--- src/rtl/csr_machine_if.sv ---
// Access, trap/return and interrupt bundle between execute, fetch and csr_machine.
interface csr_machine_if #(
  parameter int DATA_WIDTH = 32
);
  logic [11:0]           csr_addr;
  logic [DATA_WIDTH-1:0] csr_wdata;
  logic [1:0]            csr_op;
  logic [DATA_WIDTH-1:0] csr_rdata;
  logic                  csr_illegal;
  logic                  trap;
  logic                  trap_irq;
  logic [4:0]            trap_code;
  logic [DATA_WIDTH-1:0] trap_value;
  logic [DATA_WIDTH-1:0] trap_pc;
  logic                  mret;
  logic                  instret;
  logic                  irq_sw;
  logic                  irq_timer;
  logic                  irq_ext;
  logic                  irq_pending;
  logic                  redirect_valid;
  logic [DATA_WIDTH-1:0] redirect_pc;

  modport master (
    output csr_addr, csr_wdata, csr_op, trap, trap_irq, trap_code, trap_value, trap_pc,
           mret, instret, irq_sw, irq_timer, irq_ext,
    input  csr_rdata, csr_illegal, irq_pending, redirect_valid, redirect_pc
  );

  modport slave (
    input  csr_addr, csr_wdata, csr_op, trap, trap_irq, trap_code, trap_value, trap_pc,
           mret, instret, irq_sw, irq_timer, irq_ext,
    output csr_rdata, csr_illegal, irq_pending, redirect_valid, redirect_pc
  );
endinterface

--- src/rtl/csr_machine.sv ---
// Machine-mode CSR unit: WARL CSRs, trap entry/mret redirect, interrupt pending, counters.
// Optional feature macro: CSR_COUNTERS_EN enables mcycle/minstret (and h halves on RV32).
module csr_machine #(
  parameter int                    DATA_WIDTH  = 32,
  parameter logic [DATA_WIDTH-1:0] HART_ID     = '0,
  parameter logic [DATA_WIDTH-1:0] MTVEC_RESET = '0
) (
  input logic          clk,
  input logic          rst_n,
  csr_machine_if.slave bus
);
  localparam int XLEN = DATA_WIDTH;
  localparam logic [11:0] A_MVENDORID = 12'hF11, A_MARCHID = 12'hF12, A_MIMPID = 12'hF13;
  localparam logic [11:0] A_MHARTID = 12'hF14, A_MSTATUS = 12'h300, A_MISA = 12'h301;
  localparam logic [11:0] A_MIE = 12'h304, A_MTVEC = 12'h305, A_MSCRATCH = 12'h340;
  localparam logic [11:0] A_MEPC = 12'h341, A_MCAUSE = 12'h342, A_MTVAL = 12'h343;
  localparam logic [11:0] A_MIP = 12'h344, A_MCYCLE = 12'hB00, A_MINSTRET = 12'hB02;
  localparam logic [11:0] A_MCYCLEH = 12'hB80, A_MINSTRETH = 12'hB82;
  localparam logic [1:0]  MXL = (XLEN == 64) ? 2'd2 : 2'd1;

  logic            r_mstatus_mie, r_mstatus_mpie;
  logic [2:0]      r_mie;
  logic [XLEN-1:0] r_mtvec, r_mepc, r_mscratch, r_mtval;
  logic            r_mcause_irq;
  logic [4:0]      r_mcause_code;
  logic            r_redirect_valid;
  logic [XLEN-1:0] r_redirect_pc;

  logic [XLEN-1:0] w_rdata, w_new, w_mstatus, w_misa, w_mie_rd, w_mip, w_mcause, w_trap_target;
  logic            w_mapped, w_ro, w_illegal, w_wr_en;
  logic            w_unused;

`ifdef CSR_COUNTERS_EN
  logic [63:0] r_mcycle, r_minstret;
  logic [31:0] w_hi_data;
  logic        w_cyc_lo_wr, w_cyc_hi_wr, w_ins_lo_wr, w_ins_hi_wr;
  assign w_unused = ^bus.trap_pc[1:0];
`else
  assign w_unused = ^{bus.trap_pc[1:0], bus.instret};
`endif

  // Read mux with mapped/read-only decode; field packing of the narrow registers.
  always_comb begin
    w_mstatus        = '0;
    w_mstatus[12:11] = 2'b11;
    w_mstatus[7]     = r_mstatus_mpie;
    w_mstatus[3]     = r_mstatus_mie;
    w_misa           = '0;
    w_misa[XLEN-1 -: 2] = MXL;
    w_misa[8]        = 1'b1;
    w_mie_rd         = '0;
    w_mie_rd[3]      = r_mie[0];
    w_mie_rd[7]      = r_mie[1];
    w_mie_rd[11]     = r_mie[2];
    w_mip            = '0;
    w_mip[3]         = bus.irq_sw;
    w_mip[7]         = bus.irq_timer;
    w_mip[11]        = bus.irq_ext;
    w_mcause         = '0;
    w_mcause[XLEN-1] = r_mcause_irq;
    w_mcause[4:0]    = r_mcause_code;
    w_rdata          = '0;
    w_mapped         = 1'b1;
    w_ro             = 1'b0;
    case (bus.csr_addr)
      A_MVENDORID, A_MARCHID, A_MIMPID: w_ro = 1'b1;
      A_MHARTID:  begin w_rdata = HART_ID; w_ro = 1'b1; end
      A_MISA:     begin w_rdata = w_misa;  w_ro = 1'b1; end
      A_MIP:      begin w_rdata = w_mip;   w_ro = 1'b1; end
      A_MSTATUS:  w_rdata = w_mstatus;
      A_MIE:      w_rdata = w_mie_rd;
      A_MTVEC:    w_rdata = r_mtvec;
      A_MSCRATCH: w_rdata = r_mscratch;
      A_MEPC:     w_rdata = r_mepc;
      A_MCAUSE:   w_rdata = w_mcause;
      A_MTVAL:    w_rdata = r_mtval;
`ifdef CSR_COUNTERS_EN
      A_MCYCLE:   w_rdata = r_mcycle[XLEN-1:0];
      A_MINSTRET: w_rdata = r_minstret[XLEN-1:0];
      A_MCYCLEH:  if (XLEN == 32) w_rdata = XLEN'(r_mcycle[63:32]);   else w_mapped = 1'b0;
      A_MINSTRETH: if (XLEN == 32) w_rdata = XLEN'(r_minstret[63:32]); else w_mapped = 1'b0;
`endif
      default:    w_mapped = 1'b0;
    endcase
  end

  // Operand for write/set/clear, computed from the current readable value.
  always_comb begin
    case (bus.csr_op)
      2'b01:   w_new = bus.csr_wdata;
      2'b10:   w_new = w_rdata | bus.csr_wdata;
      2'b11:   w_new = w_rdata & ~bus.csr_wdata;
      default: w_new = bus.csr_wdata;
    endcase
  end

  assign w_illegal = !w_mapped || ((bus.csr_op != 2'b00) && w_ro);
  // trap and mret both win over a same-cycle CSR op, which is then dropped
  assign w_wr_en   = (bus.csr_op != 2'b00) && !w_illegal && !bus.trap && !bus.mret;
  assign w_trap_target = {r_mtvec[XLEN-1:2], 2'b00} +
      (((r_mtvec[1:0] == 2'b01) && bus.trap_irq) ? XLEN'({bus.trap_code, 2'b00}) : '0);

  // Architectural CSR state: trap entry, mret, then software writes.
  always_ff @(posedge clk or negedge rst_n) begin
    if (!rst_n) begin
      r_mstatus_mie  <= 1'b0;
      r_mstatus_mpie <= 1'b0;
      r_mie          <= 3'b000;
      r_mtvec        <= MTVEC_RESET;
      r_mepc         <= '0;
      r_mscratch     <= '0;
      r_mtval        <= '0;
      r_mcause_irq   <= 1'b0;
      r_mcause_code  <= 5'd0;
    end else if (bus.trap) begin
      r_mepc         <= {bus.trap_pc[XLEN-1:2], 2'b00};
      r_mcause_irq   <= bus.trap_irq;
      r_mcause_code  <= bus.trap_code;
      r_mtval        <= bus.trap_value;
      r_mstatus_mpie <= r_mstatus_mie;
      r_mstatus_mie  <= 1'b0;
    end else if (bus.mret) begin
      r_mstatus_mie  <= r_mstatus_mpie;
      r_mstatus_mpie <= 1'b1;
    end else if (w_wr_en) begin
      case (bus.csr_addr)
        A_MSTATUS:  begin r_mstatus_mie <= w_new[3]; r_mstatus_mpie <= w_new[7]; end
        A_MIE:      r_mie <= {w_new[11], w_new[7], w_new[3]};
        A_MTVEC:    r_mtvec <= {w_new[XLEN-1:2], w_new[1] ? r_mtvec[1:0] : w_new[1:0]};
        A_MSCRATCH: r_mscratch <= w_new;
        A_MEPC:     r_mepc <= {w_new[XLEN-1:2], 2'b00};
        A_MCAUSE:   begin r_mcause_irq <= w_new[XLEN-1]; r_mcause_code <= w_new[4:0]; end
        A_MTVAL:    r_mtval <= w_new;
        default:    ;
      endcase
    end
  end

  // Fetch redirect: one-cycle pulse, target held between pulses.
  always_ff @(posedge clk or negedge rst_n) begin
    if (!rst_n) begin
      r_redirect_valid <= 1'b0;
      r_redirect_pc    <= '0;
    end else begin
      r_redirect_valid <= bus.trap || bus.mret;
      if (bus.trap)      r_redirect_pc <= w_trap_target;
      else if (bus.mret) r_redirect_pc <= r_mepc;
    end
  end

`ifdef CSR_COUNTERS_EN
  generate
    if (XLEN == 64) begin : g_hi64
      assign w_hi_data = w_new[63:32];
    end else begin : g_hi32
      assign w_hi_data = w_new[31:0];
    end
  endgenerate

  assign w_cyc_lo_wr = w_wr_en && (bus.csr_addr == A_MCYCLE);
  assign w_cyc_hi_wr = w_wr_en && ((bus.csr_addr == A_MCYCLEH) || ((XLEN == 64) && (bus.csr_addr == A_MCYCLE)));
  assign w_ins_lo_wr = w_wr_en && (bus.csr_addr == A_MINSTRET);
  assign w_ins_hi_wr = w_wr_en && ((bus.csr_addr == A_MINSTRETH) || ((XLEN == 64) && (bus.csr_addr == A_MINSTRET)));

  // Free-running counters; a write to either half replaces it and skips that cycle's increment.
  always_ff @(posedge clk or negedge rst_n) begin
    if (!rst_n) begin
      r_mcycle   <= 64'd0;
      r_minstret <= 64'd0;
    end else begin
      if (w_cyc_lo_wr || w_cyc_hi_wr) begin
        if (w_cyc_lo_wr) r_mcycle[31:0]  <= w_new[31:0];
        if (w_cyc_hi_wr) r_mcycle[63:32] <= w_hi_data;
      end else begin
        r_mcycle <= r_mcycle + 64'd1;
      end
      if (w_ins_lo_wr || w_ins_hi_wr) begin
        if (w_ins_lo_wr) r_minstret[31:0]  <= w_new[31:0];
        if (w_ins_hi_wr) r_minstret[63:32] <= w_hi_data;
      end else if (bus.instret) begin
        r_minstret <= r_minstret + 64'd1;
      end
    end
  end
`endif

  assign bus.csr_rdata      = w_rdata;
  assign bus.csr_illegal    = w_illegal;
  assign bus.irq_pending    = r_mstatus_mie && |(r_mie & {bus.irq_ext, bus.irq_timer, bus.irq_sw});
  assign bus.redirect_valid = r_redirect_valid;
  assign bus.redirect_pc    = r_redirect_pc;
endmodule

--- src/flat_wrapper.sv ---
// flat-port wrapper written by rule: the top's interface ports become plain ports
module csr_machine_flat 
#(
  parameter int                    DATA_WIDTH  = 32,
  parameter logic [DATA_WIDTH-1:0] HART_ID     = '0,
  parameter logic [DATA_WIDTH-1:0] MTVEC_RESET = '0
)
  (clk, rst_n, bus_csr_addr, bus_csr_wdata, bus_csr_op, bus_trap, bus_trap_irq, bus_trap_code, bus_trap_value, bus_trap_pc, bus_mret, bus_instret, bus_irq_sw, bus_irq_timer, bus_irq_ext, bus_csr_rdata, bus_csr_illegal, bus_irq_pending, bus_redirect_valid, bus_redirect_pc);
  csr_machine_if #(.DATA_WIDTH(DATA_WIDTH)) bus_i ();
  input logic clk;
  input logic rst_n;
  input wire logic [$bits(bus_i.csr_addr)-1:0] bus_csr_addr;
  input wire logic [$bits(bus_i.csr_wdata)-1:0] bus_csr_wdata;
  input wire logic [$bits(bus_i.csr_op)-1:0] bus_csr_op;
  input wire logic [$bits(bus_i.trap)-1:0] bus_trap;
  input wire logic [$bits(bus_i.trap_irq)-1:0] bus_trap_irq;
  input wire logic [$bits(bus_i.trap_code)-1:0] bus_trap_code;
  input wire logic [$bits(bus_i.trap_value)-1:0] bus_trap_value;
  input wire logic [$bits(bus_i.trap_pc)-1:0] bus_trap_pc;
  input wire logic [$bits(bus_i.mret)-1:0] bus_mret;
  input wire logic [$bits(bus_i.instret)-1:0] bus_instret;
  input wire logic [$bits(bus_i.irq_sw)-1:0] bus_irq_sw;
  input wire logic [$bits(bus_i.irq_timer)-1:0] bus_irq_timer;
  input wire logic [$bits(bus_i.irq_ext)-1:0] bus_irq_ext;
  output wire logic [$bits(bus_i.csr_rdata)-1:0] bus_csr_rdata;
  output wire logic [$bits(bus_i.csr_illegal)-1:0] bus_csr_illegal;
  output wire logic [$bits(bus_i.irq_pending)-1:0] bus_irq_pending;
  output wire logic [$bits(bus_i.redirect_valid)-1:0] bus_redirect_valid;
  output wire logic [$bits(bus_i.redirect_pc)-1:0] bus_redirect_pc;
  assign bus_i.csr_addr = bus_csr_addr;
  assign bus_i.csr_wdata = bus_csr_wdata;
  assign bus_i.csr_op = bus_csr_op;
  assign bus_i.trap = bus_trap;
  assign bus_i.trap_irq = bus_trap_irq;
  assign bus_i.trap_code = bus_trap_code;
  assign bus_i.trap_value = bus_trap_value;
  assign bus_i.trap_pc = bus_trap_pc;
  assign bus_i.mret = bus_mret;
  assign bus_i.instret = bus_instret;
  assign bus_i.irq_sw = bus_irq_sw;
  assign bus_i.irq_timer = bus_irq_timer;
  assign bus_i.irq_ext = bus_irq_ext;
  assign bus_csr_rdata = bus_i.csr_rdata;
  assign bus_csr_illegal = bus_i.csr_illegal;
  assign bus_irq_pending = bus_i.irq_pending;
  assign bus_redirect_valid = bus_i.redirect_valid;
  assign bus_redirect_pc = bus_i.redirect_pc;
  csr_machine #(.DATA_WIDTH(DATA_WIDTH), .HART_ID(HART_ID), .MTVEC_RESET(MTVEC_RESET)) u_core (.clk(clk), .rst_n(rst_n), .bus(bus_i));
endmodule
--- config.mk ---
export PLATFORM = sky130hd
export DESIGN_NAME = csr_machine_flat
export DESIGN_NICKNAME = d
export VERILOG_FILES = /design/src/rtl/csr_machine_if.sv /design/src/rtl/csr_machine.sv /design/src/flat_wrapper.sv
export SDC_FILE = /design/constraint.sdc
export NUM_CORES = 1
export LEC_CHECK = 0
export ABC_CLOCK_PERIOD_IN_PS = 4600
export CORE_ASPECT_RATIO = 0.5
export CORE_MARGIN = 2
export CORE_UTILIZATION = 25
export CTS_BUF_LIST = sky130_fd_sc_hd__clkbuf_4
export DETAILED_ROUTE_END_ITERATION = 8
export HOLD_SLACK_MARGIN = 0.12
export PLACE_DENSITY_LB_ADDON = 0.15
export SLEW_MARGIN = 40
export SYNTH_ARGS = -nofsm -noshare
export SYNTH_HDL_FRONTEND = slang
export SYNTH_SLANG_ARGS = --single-unit
export TNS_END_PERCENT = 20
--- constraint.sdc ---
create_clock -name clk -period 4.6 [get_ports clk]
set_clock_uncertainty 0.05 [all_clocks]
set_input_delay 1.38 -clock clk [delete_from_list [all_inputs] [get_ports clk]]
set_output_delay 1.38 -clock clk [all_outputs]
set_load 0.01 [all_outputs]
==> impl_metrics.json <==
{
  "cts.sinks": 167,
  "vias": 10400,
  "finalNetCount": 1500,
  "ant_nets": 0,
  "cpMaxStageDelayCell": "clkdlybuf4s50_1",
  "tritoncts": "built",
  "grt_overflow": 0,
  "grt_max_degree": 96,
  "worstMarginPinSlew_ns": 0.806,
  "path_cells": "clkdlybuf4s50_1 > and4bb_2 > buf_4 > and4_4 > buf_12 > buf_8 > a21o_1 > clkdlybuf4s15_2",
  "grt_pass1_wl_mm": 66.7,
  "cp_data_required_time_ns": 3.17,
  "ys.flop_type": "dfrtp_1",
  "vdd_drop_max_v": 0.000146,
  "synth.area.top_cells": "dfrtp_1 42%, o21ai_1 6.2%, a22oi_1 4.6%",
  "crit_path_end_kind": "primary output",
  "setup.worst_path.class": "primary input to primary output",
  "fin_crit_sh": 0.997,
  "wl_mm": 44.4,
  "drive_above_1_share": 0.215,
  "vias_per_cell": 5.41,
  "dr.max_layer_used": "met4",
  "dp_hpwl_mm": 31.2,
  "clk_path_buf_depth": 2,
  "rsz0062_at_grt": "yes",
  "ys_seq_elements": 167,
  "hold_violations": 0,
  "synth_edf_count": 0,
  "synthTopCellsByCount": "167 x dfrtp_1, 123 x o21ai_1, 97 x nand2_1",
  "finalWeightedCongestion": 0.861,
  "postSynthAreaPerCell_um2": 8.98,
  "max-cap-violations": 0,
  "core_mm2": 0.0391,
  "crit_path_max_fanout": 7,
  "die-area_mm2": 0.0414,
  "syn-instance-count": 1106,
  "syn_to_final_growth_pct": 39.9,
  "critPathBufInv": 5,
  "grt_pass1_vias": 10400,
  "first_iter_violations": 797,
  "synth_most_common_cell": "dfrtp_1",
  "track_usage": 0.213,
  "syn_area_mm2": 0.00993,
  "wire_per_inst_um": 23.2,
  "wl_met3_mm": 2.23,
  "async_flop_share": 1.00,
  "dr.pass1.iters": 5,
  "drc": 0,
  "max_stage_delay_ns": 0.42,
  "die_x_um": 286,
  "synth_warnings": 0,
  "h-tree-depth": 4,
  "slew_headroom": 0.460,
  "ioPinCount": 191,
  "synth_top_area_cell": "dfrtp_1",
  "outcome": "finished, final reports clean",
  "p_leak_nw": 5.70,
  "wl_met2_mm": 20.8,
  "initial_core_util": 0.254,
  "cts_root_buffer": "clkbuf_4",
  "drv_slew": 0,
  "clk_pin_slew_worst_paths_ns": 0.15,
  "antenna_found_initial": 1,
  "p_total_w": 0.00313,
  "crit_family": "buffers and inverters",
  "synth_cell_types": 76,
  "n_fill_cell": 4039,
  "finish.instance_area_mm2": 0.0139,
  "port_buffers": 185,
  "wl_met1_mm": 20.5,
  "row_count": 51,
  "cp.arrival_ns": 3.16,
  "min_period_ns": 4.59,
  "insertion_delay_ns": 0.62,
  "setup-violations-final": 0,
  "cts_inserted_buffers": 17,
  "dpl-instance-area_mm2": 0.0132,
  "power_per_cell_area_mw_per_mm2": 226,
  "min_path_type": "register to register",
  "worst_setup_path_start_kind": "primary input",
  "die_y_um": 145,
  "fmax_mhz": 218,
  "synth_top_area_frac": 0.421,
  "yosysSeqAreaShare": 0.421
}
final cells by class:
cell class / instances / area, um2 / area share
tap: 530 / 663 / 0.0477
inverter: 22 / 82.6 / 0.00594
multi-input combinational: 820 / 5460 / 0.393
clock inverter: 12 / 129 / 0.00928
clock buffer: 18 / 135 / 0.00973
timing repair buffer: 342 / 3240 / 0.233
sequential: 167 / 4180 / 0.301
antenna: 1 / 2.50 / 0.000180
kinds of logic after synthesis:
family	share of synthesized area
xor gates and xnor gates	0.00353
adders and majority gates	0.00831
muxes	0.0518
and+or+nand+nor	0.183
AOI/OAI and AO/OA	0.282
DFF	0.421
buffers and inverters	0.0505
other	0.000378
placed cells by master, fill, tap and decap left out, types with 9 or more instances in the layout:
cell type | synthesis | routed
buf_2 | 23 | 15
nand2_1 | 97 | 96
clkbuf_4 | 0 | 18
inv_1 | 20 | 20
o2bb2ai_1 | 10 | 10
a211oi_1 | 30 | 30
a21oi_1 | 51 | 36
nand3_1 | 52 | 50
o21ai_0 | 23 | 21
a21oi_2 | 0 | 15
mux2_2 | 21 | 21
clkdlybuf4s50_1 | 0 | 138
buf_4 | 4 | 132
mux2i_1 | 21 | 21
a22oi_1 | 61 | 59
a21o_1 | 18 | 18
dlygate4sd2_1 | 0 | 11
nor2b_1 | 25 | 25
and3_1 | 16 | 16
dfrtp_1 | 167 | 167
or4_1 | 15 | 14
o211ai_1 | 9 | 9
buf_12 | 0 | 19
nand4_1 | 16 | 16
nor2_1 | 36 | 36
o21ai_1 | 123 | 124
o31ai_1 | 22 | 22
a31o_1 | 10 | 10
a31oi_1 | 33 | 32
tightest hold or removal path, cell delays in order (launching register included):
cell	delay (ns)
dfrtp_1	0.37
nand2_1	0.05
o21ai_1	0.06
flip-flops by register name (all words and copies together) (netlist names):
signal,flops
u_core.r_mtval,32
u_core.r_mscratch,32
u_core.bus.redirect_valid,1
u_core.r_mepc,30
u_core.r_mcause_code,5
u_core.r_mie,3
u_core.r_mtvec,31
u_core.bus.redirect_pc,30
u_core.r_mstatus_mie,1
u_core.r_mstatus_mpie,1
u_core.r_mcause_irq,1
layer usage:
metal / up-vias / track usage
met5: - / 0
met3: 46 / 0.0327
met4: 0 / 0.0547
met2: 296 / 0.342
li1: 4753 / -
met1: 5256 / 0.298
power by group:
group | internal (W) | total (W) | switching, W
clock network | 0.000323 | 0.000906 | 0.000583
logic | 0.000301 | 0.000623 | 0.000323
registers | 0.00154 | 0.00161 | 0.0000635
total | 0.00217 | 0.00313 | 0.000969
what timing repair did:
| item | CTS | global route |
|---|---|---|
| resized for setup | 141 | 22 |
| setup buffers | 29 | 7 |
| gates cloned | 2 | 1 |
| hold buffers | 0 | 0 |
| pin swaps | 21 | 6 |
| setup endpoints to repair | 33 | 37 |
worst paths after layout:
kind | from | endpoint | slack [ns] | cells after the start
worst max-delay path | bus_csr_addr[10] | bus_csr_rdata[13] | 0.01 | 8
worst min-delay path | u_core.r_mscratch[15] | u_core.r_mscratch[15] | 0.46 | 2
worst min register to register | u_core.r_mscratch[15] | u_core.r_mscratch[15] | 0.46 | 2
worst max register to register | u_core.r_mepc[3] | u_core.r_mcause_code[3] | 1.27 | 18
min in group asynchronous | rst_n | u_core.bus.redirect_valid | 0.74 | 1
max in group asynchronous | rst_n | u_core.r_mtvec[10] | 2.92 | 2
per-stage QoR:
| stage | hold slack, ns | TNS [ns] | worst slack, ns | instances | utilization |
|---|---|---|---|---|---|
| CTS | 0.455 | -1.53 | -0.211 | 1903 | 0.355 |
| global route | 0.468 | -0.200 | -0.0572 | 1912 | 0.356 |
| finish | 0.456 | 0 | 0.0146 | 1912 | 0.356 |
| floorplan | 0.395 | 0 | 0.446 | 1107 | - |
| global placement | 0.413 | -15.52 | -0.655 | 1842 | 0.337 |
| detailed placement | 0.422 | -15.52 | -0.610 | 1842 | 0.337 |
Power figures use the tool's default switching activity.
